--- config.mk ---
export PLATFORM = sky130hd
export DESIGN_NAME = alu_arbiter_flat
export DESIGN_NICKNAME = d
export VERILOG_FILES = /design/src/rtl/alu_arb_pkg.sv /design/src/rtl/alu_arbiter_if.sv /design/src/rtl/alu_arbiter_rr_arb2.sv /design/src/rtl/alu_arbiter.sv /design/src/flat_wrapper.sv
export SDC_FILE = /design/constraint.sdc
export NUM_CORES = 1
export LEC_CHECK = 0
export CORE_ASPECT_RATIO = 0.6
export CORE_MARGIN = 1.5
export CORE_UTILIZATION = 35
export CTS_CLUSTER_DIAMETER = 200
export DETAILED_ROUTE_END_ITERATION = 10
export GPL_TIMING_DRIVEN = 0
export PLACE_DENSITY = 0.7
export SETUP_SLACK_MARGIN = 0.1
export SYNTH_ARGS = -nofsm -noshare
export SYNTH_HDL_FRONTEND = slang
export SYNTH_SLANG_ARGS = --single-unit
--- constraint.sdc ---
create_clock -name clk -period 1.6 [get_ports clk]
set_input_delay 0.32 -clock clk [delete_from_list [all_inputs] [get_ports clk]]
set_output_delay 0.32 -clock clk [all_outputs]
set_load 0.005 [all_outputs]
--- src/rtl/alu_arb_pkg.sv ---
// Shared opcode and FSM encodings for the two-requester ALU arbiter.
package alu_arb_pkg;

    localparam logic [2:0] OP_ADD = 3'd0;
    localparam logic [2:0] OP_SUB = 3'd1;
    localparam logic [2:0] OP_AND = 3'd2;
    localparam logic [2:0] OP_OR  = 3'd3;
    localparam logic [2:0] OP_XOR = 3'd4;
    localparam logic [2:0] OP_NOT = 3'd5;
    localparam logic [2:0] OP_SHR = 3'd6;
    localparam logic [2:0] OP_SHL = 3'd7;

    typedef enum logic [1:0] {
        ST_IDLE = 2'd0,
        ST_WAIT = 2'd1,
        ST_RESP = 2'd2
    } state_e;

endpackage

--- src/rtl/alu_arbiter_if.sv ---
// Requester-side request/response bundle for alu_arbiter (both requesters).
interface alu_arbiter_if #(
    parameter int DATA_W = 4,
    parameter int OP_W   = 3
);
    logic              req0_valid, req0_ready;
    logic [DATA_W-1:0] req0_a, req0_b;
    logic [OP_W-1:0]   req0_op;
    logic              req1_valid, req1_ready;
    logic [DATA_W-1:0] req1_a, req1_b;
    logic [OP_W-1:0]   req1_op;
    logic              rsp0_valid, rsp1_valid;
    logic [DATA_W-1:0] rsp_result;
    logic              rsp_carry;

    modport master (
        output req0_valid, req0_a, req0_b, req0_op,
        output req1_valid, req1_a, req1_b, req1_op,
        input  req0_ready, req1_ready,
        input  rsp0_valid, rsp1_valid, rsp_result, rsp_carry
    );

    modport slave (
        input  req0_valid, req0_a, req0_b, req0_op,
        input  req1_valid, req1_a, req1_b, req1_op,
        output req0_ready, req1_ready,
        output rsp0_valid, rsp1_valid, rsp_result, rsp_carry
    );
endinterface

--- src/rtl/alu_arbiter_rr_arb2.sv ---
// Two-input grant logic. ALU_ARB_FIXED_PRIO_EN selects fixed priority (req0 wins);
// default is round-robin where ptr picks the winner of a simultaneous request.
module rr_arb2 (
    input  logic valid0,
    input  logic valid1,
    input  logic ptr,
    output logic grant0,
    output logic grant1
);
`ifdef ALU_ARB_FIXED_PRIO_EN
    logic unused_ptr;
    assign unused_ptr = ptr;
    assign grant0 = valid0;
    assign grant1 = valid1 && !valid0;
`else
    assign grant0 = valid0 && (!valid1 || !ptr);
    assign grant1 = valid1 && (!valid0 || ptr);
`endif
endmodule

--- src/rtl/alu_arbiter.sv ---
// Shares one registered ALU between two requesters; one op in flight at a time.
// Arbitration policy set by ALU_ARB_FIXED_PRIO_EN inside rr_arb2.
module alu_arbiter
    import alu_arb_pkg::*;
#(
    parameter int DATA_W  = 4,
    parameter int OP_W    = 3,
    parameter int ALU_LAT = 1
) (
    input  logic              clk,
    input  logic              rst_n,
    alu_arbiter_if.slave      bus,
    output logic [DATA_W-1:0] alu_a,
    output logic [DATA_W-1:0] alu_b,
    output logic [OP_W-1:0]   alu_op,
    input  logic [DATA_W-1:0] alu_result,
    input  logic              alu_carry
);
    localparam int CNT_W = (ALU_LAT < 2) ? 1 : $clog2(ALU_LAT + 1);

    state_e            state_q, state_d;
    logic [CNT_W-1:0]  cnt_q, cnt_d;
    logic              gid_q, gid_d;
    logic              ptr_q, ptr_d;
    logic [DATA_W-1:0] alu_a_q, alu_a_d, alu_b_q, alu_b_d;
    logic [OP_W-1:0]   alu_op_q, alu_op_d;
    logic              rsp0_valid_q, rsp0_valid_d, rsp1_valid_q, rsp1_valid_d;
    logic [DATA_W-1:0] rsp_result_q, rsp_result_d;
    logic              rsp_carry_q, rsp_carry_d;
    logic              grant0, grant1, idle;

    rr_arb2 u_arb (
        .valid0 (bus.req0_valid),
        .valid1 (bus.req1_valid),
        .ptr    (ptr_q),
        .grant0 (grant0),
        .grant1 (grant1)
    );

    // Ready is gated by rst_n so no handshake can complete while held in reset.
    assign idle           = rst_n && (state_q == ST_IDLE);
    assign bus.req0_ready = idle && grant0;
    assign bus.req1_ready = idle && grant1;

    always_comb begin
        state_d      = state_q;
        cnt_d        = cnt_q;
        gid_d        = gid_q;
        ptr_d        = ptr_q;
        alu_a_d      = alu_a_q;
        alu_b_d      = alu_b_q;
        alu_op_d     = alu_op_q;
        rsp0_valid_d = 1'b0;
        rsp1_valid_d = 1'b0;
        rsp_result_d = rsp_result_q;
        rsp_carry_d  = rsp_carry_q;
        case (state_q)
            ST_IDLE: begin
                if (bus.req0_ready || bus.req1_ready) begin
                    alu_a_d  = bus.req1_ready ? bus.req1_a  : bus.req0_a;
                    alu_b_d  = bus.req1_ready ? bus.req1_b  : bus.req0_b;
                    alu_op_d = bus.req1_ready ? bus.req1_op : bus.req0_op;
                    gid_d    = bus.req1_ready;
                    cnt_d    = CNT_W'(ALU_LAT);
                    state_d  = ST_WAIT;
                end
            end
            ST_WAIT: begin
                cnt_d = cnt_q - CNT_W'(1);
                if (cnt_q == CNT_W'(1)) begin
                    rsp_result_d = alu_result;
                    rsp_carry_d  = alu_carry;
                    rsp0_valid_d = !gid_q;
                    rsp1_valid_d = gid_q;
                    state_d      = ST_RESP;
                end
            end
            ST_RESP: begin
                ptr_d   = !gid_q;
                state_d = ST_IDLE;
            end
            default: state_d = ST_IDLE;
        endcase
    end

    always_ff @(posedge clk) begin
        if (!rst_n) begin
            state_q      <= ST_IDLE;
            cnt_q        <= '0;
            gid_q        <= 1'b0;
            ptr_q        <= 1'b0;
            alu_a_q      <= '0;
            alu_b_q      <= '0;
            alu_op_q     <= '0;
            rsp0_valid_q <= 1'b0;
            rsp1_valid_q <= 1'b0;
            rsp_result_q <= '0;
            rsp_carry_q  <= 1'b0;
        end else begin
            state_q      <= state_d;
            cnt_q        <= cnt_d;
            gid_q        <= gid_d;
            ptr_q        <= ptr_d;
            alu_a_q      <= alu_a_d;
            alu_b_q      <= alu_b_d;
            alu_op_q     <= alu_op_d;
            rsp0_valid_q <= rsp0_valid_d;
            rsp1_valid_q <= rsp1_valid_d;
            rsp_result_q <= rsp_result_d;
            rsp_carry_q  <= rsp_carry_d;
        end
    end

    assign alu_a          = alu_a_q;
    assign alu_b          = alu_b_q;
    assign alu_op         = alu_op_q;
    assign bus.rsp0_valid = rsp0_valid_q;
    assign bus.rsp1_valid = rsp1_valid_q;
    assign bus.rsp_result = rsp_result_q;
    assign bus.rsp_carry  = rsp_carry_q;
endmodule

--- src/flat_wrapper.sv ---
// flat-port wrapper written by rule: the top's interface ports become plain ports
module alu_arbiter_flat import alu_arb_pkg::*;
#(
    parameter int DATA_W  = 4,
    parameter int OP_W    = 3,
    parameter int ALU_LAT = 1
)
  (clk, rst_n, alu_a, alu_b, alu_op, alu_result, alu_carry, bus_req0_valid, bus_req0_a, bus_req0_b, bus_req0_op, bus_req1_valid, bus_req1_a, bus_req1_b, bus_req1_op, bus_req0_ready, bus_req1_ready, bus_rsp0_valid, bus_rsp1_valid, bus_rsp_result, bus_rsp_carry);
  alu_arbiter_if #(.DATA_W(DATA_W), .OP_W(OP_W)) bus_i ();
  input  logic clk;
  input  logic rst_n;
  output logic [DATA_W-1:0] alu_a;
  output logic [DATA_W-1:0] alu_b;
  output logic [OP_W-1:0] alu_op;
  input  logic [DATA_W-1:0] alu_result;
  input  logic alu_carry;
  input wire logic [$bits(bus_i.req0_valid)-1:0] bus_req0_valid;
  input wire logic [$bits(bus_i.req0_a)-1:0] bus_req0_a;
  input wire logic [$bits(bus_i.req0_b)-1:0] bus_req0_b;
  input wire logic [$bits(bus_i.req0_op)-1:0] bus_req0_op;
  input wire logic [$bits(bus_i.req1_valid)-1:0] bus_req1_valid;
  input wire logic [$bits(bus_i.req1_a)-1:0] bus_req1_a;
  input wire logic [$bits(bus_i.req1_b)-1:0] bus_req1_b;
  input wire logic [$bits(bus_i.req1_op)-1:0] bus_req1_op;
  output wire logic [$bits(bus_i.req0_ready)-1:0] bus_req0_ready;
  output wire logic [$bits(bus_i.req1_ready)-1:0] bus_req1_ready;
  output wire logic [$bits(bus_i.rsp0_valid)-1:0] bus_rsp0_valid;
  output wire logic [$bits(bus_i.rsp1_valid)-1:0] bus_rsp1_valid;
  output wire logic [$bits(bus_i.rsp_result)-1:0] bus_rsp_result;
  output wire logic [$bits(bus_i.rsp_carry)-1:0] bus_rsp_carry;
  assign bus_i.req0_valid = bus_req0_valid;
  assign bus_i.req0_a = bus_req0_a;
  assign bus_i.req0_b = bus_req0_b;
  assign bus_i.req0_op = bus_req0_op;
  assign bus_i.req1_valid = bus_req1_valid;
  assign bus_i.req1_a = bus_req1_a;
  assign bus_i.req1_b = bus_req1_b;
  assign bus_i.req1_op = bus_req1_op;
  assign bus_req0_ready = bus_i.req0_ready;
  assign bus_req1_ready = bus_i.req1_ready;
  assign bus_rsp0_valid = bus_i.rsp0_valid;
  assign bus_rsp1_valid = bus_i.rsp1_valid;
  assign bus_rsp_result = bus_i.rsp_result;
  assign bus_rsp_carry = bus_i.rsp_carry;
  alu_arbiter #(.DATA_W(DATA_W), .OP_W(OP_W), .ALU_LAT(ALU_LAT)) u_core (.clk(clk), .rst_n(rst_n), .bus(bus_i), .alu_a(alu_a), .alu_b(alu_b), .alu_op(alu_op), .alu_result(alu_result), .alu_carry(alu_carry));
endmodule
* Word level (Yosys, flattened, before mapping)
Cells that the tools add are included.
** Storage, ports and cells
- Logic and storage cells :: 43
- Bits of input ports :: 31
- Bits in registers :: 23
- Output and inout port bits :: 20
** Operators by class
- Equality and inequality tests :: 4
- Mux-type cells :: 8
- Reductions and logical operators :: 19
- Add/sub/neg operators :: 1
** Operator list (count)
- two-way mux 4 bit :: 2
- AND reduction 2 bit :: 4
- logical AND 1 bit :: 5
- logical NOT 1 bit :: 4
- two-way mux 2 bit :: 2
- case mux 2 bit (2 select lines) :: 1
- logical OR 1 bit :: 3
- two-way mux 3 bit :: 1
- AND reduction 3 bit :: 1
- equality test 2 x 1 -> 1 bit (second input constant) :: 1
- equality test 2 bit (second input constant) :: 1
- logical NOT 2 bit :: 1
- inequality test 2 x 1 -> 1 bit (second input constant) :: 1
- inequality test 2 bit (second input constant) :: 1
- case mux 1 bit (2 select lines) :: 1
- nonzero test 2 bit :: 1
- two-way mux 1 bit :: 1
- subtractor 1 bit (second input constant) :: 1

* Logic depth before layout (Yosys ltp)
- Depth in word-level cells :: 7
- Mapped depth :: 5

* Modules after synthesis
A second synthesis with hierarchy kept.
** Second synthesis, totals
- Cells, all modules :: 109
- Area, all modules :: 1023.5 um^2
** By module, submodules not included
- alu_arbiter :: cells an instance 106, area an instance 1004.7 um^2, instances 1, sequential area each 460.4 um^2
- rr_arb2 :: cells an instance 3, area an instance 18.8 um^2, instances 1, sequential area each 0.0 um^2

* Worst setup path after synthesis
Ideal clock, no wire load.
- Path type :: reg2reg
- From :: register u_core.state_q[0]
- To :: register u_core.alu_a_q[0], in the netlist u_core.alu_a[0]
- Stages on the path, launching flop included :: 5
- Clock period less this slack :: 1328 ps
- Arrival time :: 1206 ps
- Data required time :: 1478 ps
- Buffers on the path :: 1
- Library setup time :: 122 ps
- Setup slack :: 272 ps
- Cell sequence :: dfxtp_1 > nor3b_4 > buf_4 > a31oi_1 > o311a_1
** On the way
- Cells in the longest elaborated chain, start to end :: 5
- Elaborated cells between the ends (all ways) :: 7
** RTL lines
- start: declaration :: RTL line alu_arbiter.sv:21 : state_e state_q, state_d;
- start signal: assignment :: RTL line alu_arbiter.sv:100 : state_q <= state_d;
- logical NOT 2 bit (*) :: RTL line alu_arbiter.sv:41, alu_arbiter.sv:57
- logical AND 1 bit :: RTL line alu_arbiter.sv:41 : assign idle = rst_n && (state_q == ST_IDLE);
- logical AND 1 bit, on equally long branches :: RTL line alu_arbiter.sv:42, alu_arbiter.sv:43
- logical OR 1 bit :: RTL line alu_arbiter.sv:59 : if (bus.req0_ready || bus.req1_ready) begin
- AND reduction 2 bit (no source line)
- end signal: assignment :: RTL line alu_arbiter.sv:104 : alu_a_q <= alu_a_d;
- end: declaration :: RTL line alu_arbiter.sv:25 : logic [DATA_W-1:0] alu_a_q, alu_a_d, alu_b_q, alu_b_d;
Mark *: on every way between the ends. The rest lies on a longest branch, timed or not.
A chain may end at the register's enable or synchronous reset.

* Worst setup path after layout
- From :: register u_core.state_q[1]
- To :: output bus_req1_ready
** On the way
- Cells in the longest elaborated chain, start to end :: 3
** RTL lines
- logical NOT 2 bit :: RTL line alu_arbiter.sv:41
- logical AND 1 bit :: RTL line alu_arbiter.sv:41
- logical AND 1 bit :: RTL line alu_arbiter.sv:43 : assign bus.req1_ready = idle && grant1;
- end: declaration :: RTL line flat_wrapper.sv:26 : output wire logic [$bits(bus_i.req1_ready)-1:0] bus_req1_ready;
Every way passes these cells.

==> results.py <==
metrics = {
    "outcome": {
        "status": "finished, final reports clean",
    },
    "route": {
        "dr.first_iter.drc_count": 120,
        "wirelength_um": 4120,
        "dr.pass1.iters": 7,
        "wire_per_inst_um": 16.3,
        "drc": 0,
        "vias": 1347,
        "routed_via_density": 5.32,
        "postRouteAntennaNets": 0,
    },
    "critical_path": {
        "reg2reg_from": "u_core.state_q[1]$_SDFFE_PN0P_",
        "worst_ep_required_time_ps": 1280,
        "path_max_fanout": 3,
        "startpoint_type": "flip-flop",
        "r2r_slack_ps": 80,
        "worstSetupStartpoint": "u_core.state_q[1]$_SDFFE_PN0P_",
        "r2r_end": "u_core.alu_a[3]$_SDFFE_PN0P_",
        "rr_worst_depth": 6,
        "path_class": "reg -> out",
        "cp.arrival_ps": 1270,
        "critPathCaptureType": "primary output",
        "crit_end": "bus_req1_ready",
    },
    "power_and_ir_drop": {
        "vdd_drop_max_v": 0.000399,
        "combPwrFrac_pct": 40.3,
        "clock_power_share_pct": 21.4,
        "p_seq_share_pct": 38.3,
        "p_sw_mw": 0.544,
        "internal_power_mw": 1.21,
        "p_leak_nw": 0.846,
        "power_density_nw_per_um2": 844,
        "p_sw_share_pct": 31.0,
    },
    "die": {
        "initial_core_util_pct": 37.3,
        "ioPinCount": 51,
        "core_um2": 3300,
        "die-height_um": 49.0,
        "fp.dieW_um": 79.6,
        "dieArea_um2": 3900,
        "rows": 16,
    },
    "final_layout": {
        "seq_area_um2": 469,
        "nNetsFinal": 240,
        "multiInputGateArea_um2": 728,
        "drive_gt1_share_pct": 23.1,
        "nFillCells": 275,
        "area_delta_synth_final_pct": 68.7,
        "antennaDiodeCount": 0,
    },
    "hold_path": {
        "worstHoldPathCells": 3,
        "hp-class": "in -> reg",
    },
    "placed_design": {
        "dpl.hpwl_um": 2660,
        "port_buffers": 49,
        "gp_congestion": 0.728,
        "pre_cts_slack_ps": -868,
    },
    "synthesis": {
        "syn_inst": 144,
        "syn_nets": 175,
        "synth.yosys.seq_area_share_pct": 37.3,
        "ys_async_sr_fraction_pct": 0,
        "ys_types": 29,
        "ys.flop_type": "dfxtp_1",
        "synth.ff_latch_count": 23,
        "ys.warnings.count": 0,
        "synth_edf_count": 0,
        "syn_avg_cell_area_um2": 8.57,
        "syn_area_um2": 1230,
    },
    "clock_network": {
        "cts.sinks": 23,
        "cts.htree.levels": 1,
        "cts_tree": "done",
        "cts_buffer_depth": 2,
        "cts_root_buf": "clkbuf_8",
        "clk_latency_ps": 270,
        "cts-buffers-inserted": 3,
        "clk_pin_slew_ps": 80,
    },
    "global_route": {
        "grt.total_usage_pct": 20.5,
        "grt_start_max_net_pins": 13,
        "gr-total-overflow": 0,
        "grt_pass1_wl_um": 6160,
        "grt_pass1_vias": 1255,
        "antenna_found_initial": 0,
    },
    "timing": {
        "setup_viol": 0,
        "layout_setup_ws_ps": 12.6,
        "max_freq_mhz": 630,
        "hold_viol": 0,
        "rsz0062_at_grt": "yes",
        "slew_headroom_pct": 64.5,
        "worst_slew_pin_slew_ps": 532,
        "finalHoldWorstSlack_ps": 468,
        "fin_crit_sh_pct": 99.2,
        "finalCriticalPeriod_ps": 1590,
        "slew_viol_final": 0,
        "fin_worst_skew_ps": 5.95,
    },
    "job": {
        "cap_violations": 0,
    },
}
## synthesized netlist by cell type, types with 3 or more instances
master / number / area (um^2)
a21boi_0: 6 / 45.0
a31oi_1: 11 / 68.8
and3_1: 3 / 18.8
buf_2: 3 / 15.0
clkbuf_1: 6 / 22.5
dfxtp_1: 23 / 460
inv_1: 12 / 45.0
nand2_1: 20 / 75.1
nand3_1: 5 / 25.0
nor2_1: 3 / 11.3
nor2b_1: 3 / 18.8
nor3_2: 9 / 90.1
o21bai_1: 10 / 75.1
o311a_1: 11 / 110
## cell families (layout without fill, tap and decap cells)
group                  after synthesis  after routing  share of synthesized area [%]
buffers and inverters               26             90                           10.1
AND/OR/NAND/NOR                     51             51                           24.7
flip-flops                          23             23                           37.3
AO/OA/AOI/OAI                       44             44                           27.8
## power by group through the flow
stage	Sequential, mW	Clock [mW]	Combinational [mW]
after floorplan	0.685	0	0.282
after global placement	0.684	0	0.508
after detailed placement	0.688	0	0.521
after CTS	0.669	0.383	0.581
after global routing	0.679	0.404	0.750
final	0.672	0.376	0.708
## through the flow
stage,power (mW),TNS (ps),instances,area (um^2),utilization [%]
after CTS,1.63,0,248,1920,58.0
after global routing,1.83,-60.9,253,2080,63.0
after detailed placement,1.21,-6380,238,1780,53.9
after floorplan,0.967,0,144,1230,-
after global placement,1.19,-5870,238,1780,53.9
final,1.76,0,253,2080,63.0
## worst max-delay path, stage by stage, from the launching register on
cell and delay [ps]:
dfxtp_4 360, nor3b_4 230, buf_6 140, and3_4 180
buf_6 90
## worst min-delay path by stage
stage | startpoint | endpoint
6_report | bus_req0_valid | u_core.gid_q$_SDFFE_PN0P_
5_1_grt | u_core.gid_q$_SDFFE_PN0P_ | u_core.bus.rsp0_valid$_SDFF_PN0_
4_1_cts | u_core.gid_q$_SDFFE_PN0P_ | u_core.bus.rsp0_valid$_SDFF_PN0_
3_5_place_dp | u_core.bus.rsp_result[2]$_SDFFE_PN0P_ | u_core.bus.rsp_result[2]$_SDFFE_PN0P_
3_3_place_gp | u_core.gid_q$_SDFFE_PN0P_ | u_core.bus.rsp0_valid$_SDFF_PN0_
2_1_floorplan | u_core.gid_q$_SDFFE_PN0P_ | u_core.bus.rsp0_valid$_SDFF_PN0_
## registers in the layout, summed over array words and instances, names as in the netlist, 2 cells and up
name and count:
u_core.alu_a 4, u_core.alu_b 4, u_core.alu_op 3, u_core.bus.rsp_result 4, u_core.state_q 2
## placed cells by master, fill, tap and decap left out, types with 2 or more instances in the layout
cell,netlist,final
dfxtp_4,0,2
clkdlybuf4s50_1,0,45
nor2_1,3,3
clkbuf_16,0,2
nand2_1,20,20
buf_4,2,4
a31oi_1,11,11
clkbuf_1,6,5
clkbuf_8,0,4
buf_6,2,9
nor3_2,9,2
nor3_4,0,8
o21bai_1,10,10
clkbuf_2,1,3
and3_4,0,2
buf_2,3,2
dfxtp_1,23,20
a21boi_0,6,6
nor2b_1,3,3
nand3_1,5,5
o311a_1,11,11
inv_1,12,12
o21ai_0,2,2
## what timing repair did
| item | in CTS | in global routing |
|---|---|---|
| hold buffers | 0 | 0 |
| gates cloned | 1 | 2 |
| endpoints found under the hold margin | 0 | 0 |
| pin swaps | 1 | 19 |
| gates resized for setup | 27 | 21 |
| setup buffers | 5 | 3 |
| endpoints found under the setup margin | 14 | 13 |
## layout make-up
cell class	instances	area share, %
multi-input cells	95	35.0
repair buffers	60	29.9
flip-flops and latches	23	22.5
plain buffers	14	5.47
well taps	45	2.71
clock buffers	4	2.16
inverters	12	2.16
## layer usage
layer  GRT usage, %  part of all wire [%]  wire length, um  up-vias
li1               -                     -                -      642
met1           27.7                    45             1860      651
met2           33.2                    46             1910       48
met3           3.74                   7.1              291        6
met4           6.14                   1.4               58        0
met5              0                     0                0        -
(Power assumes the default switching activity.)
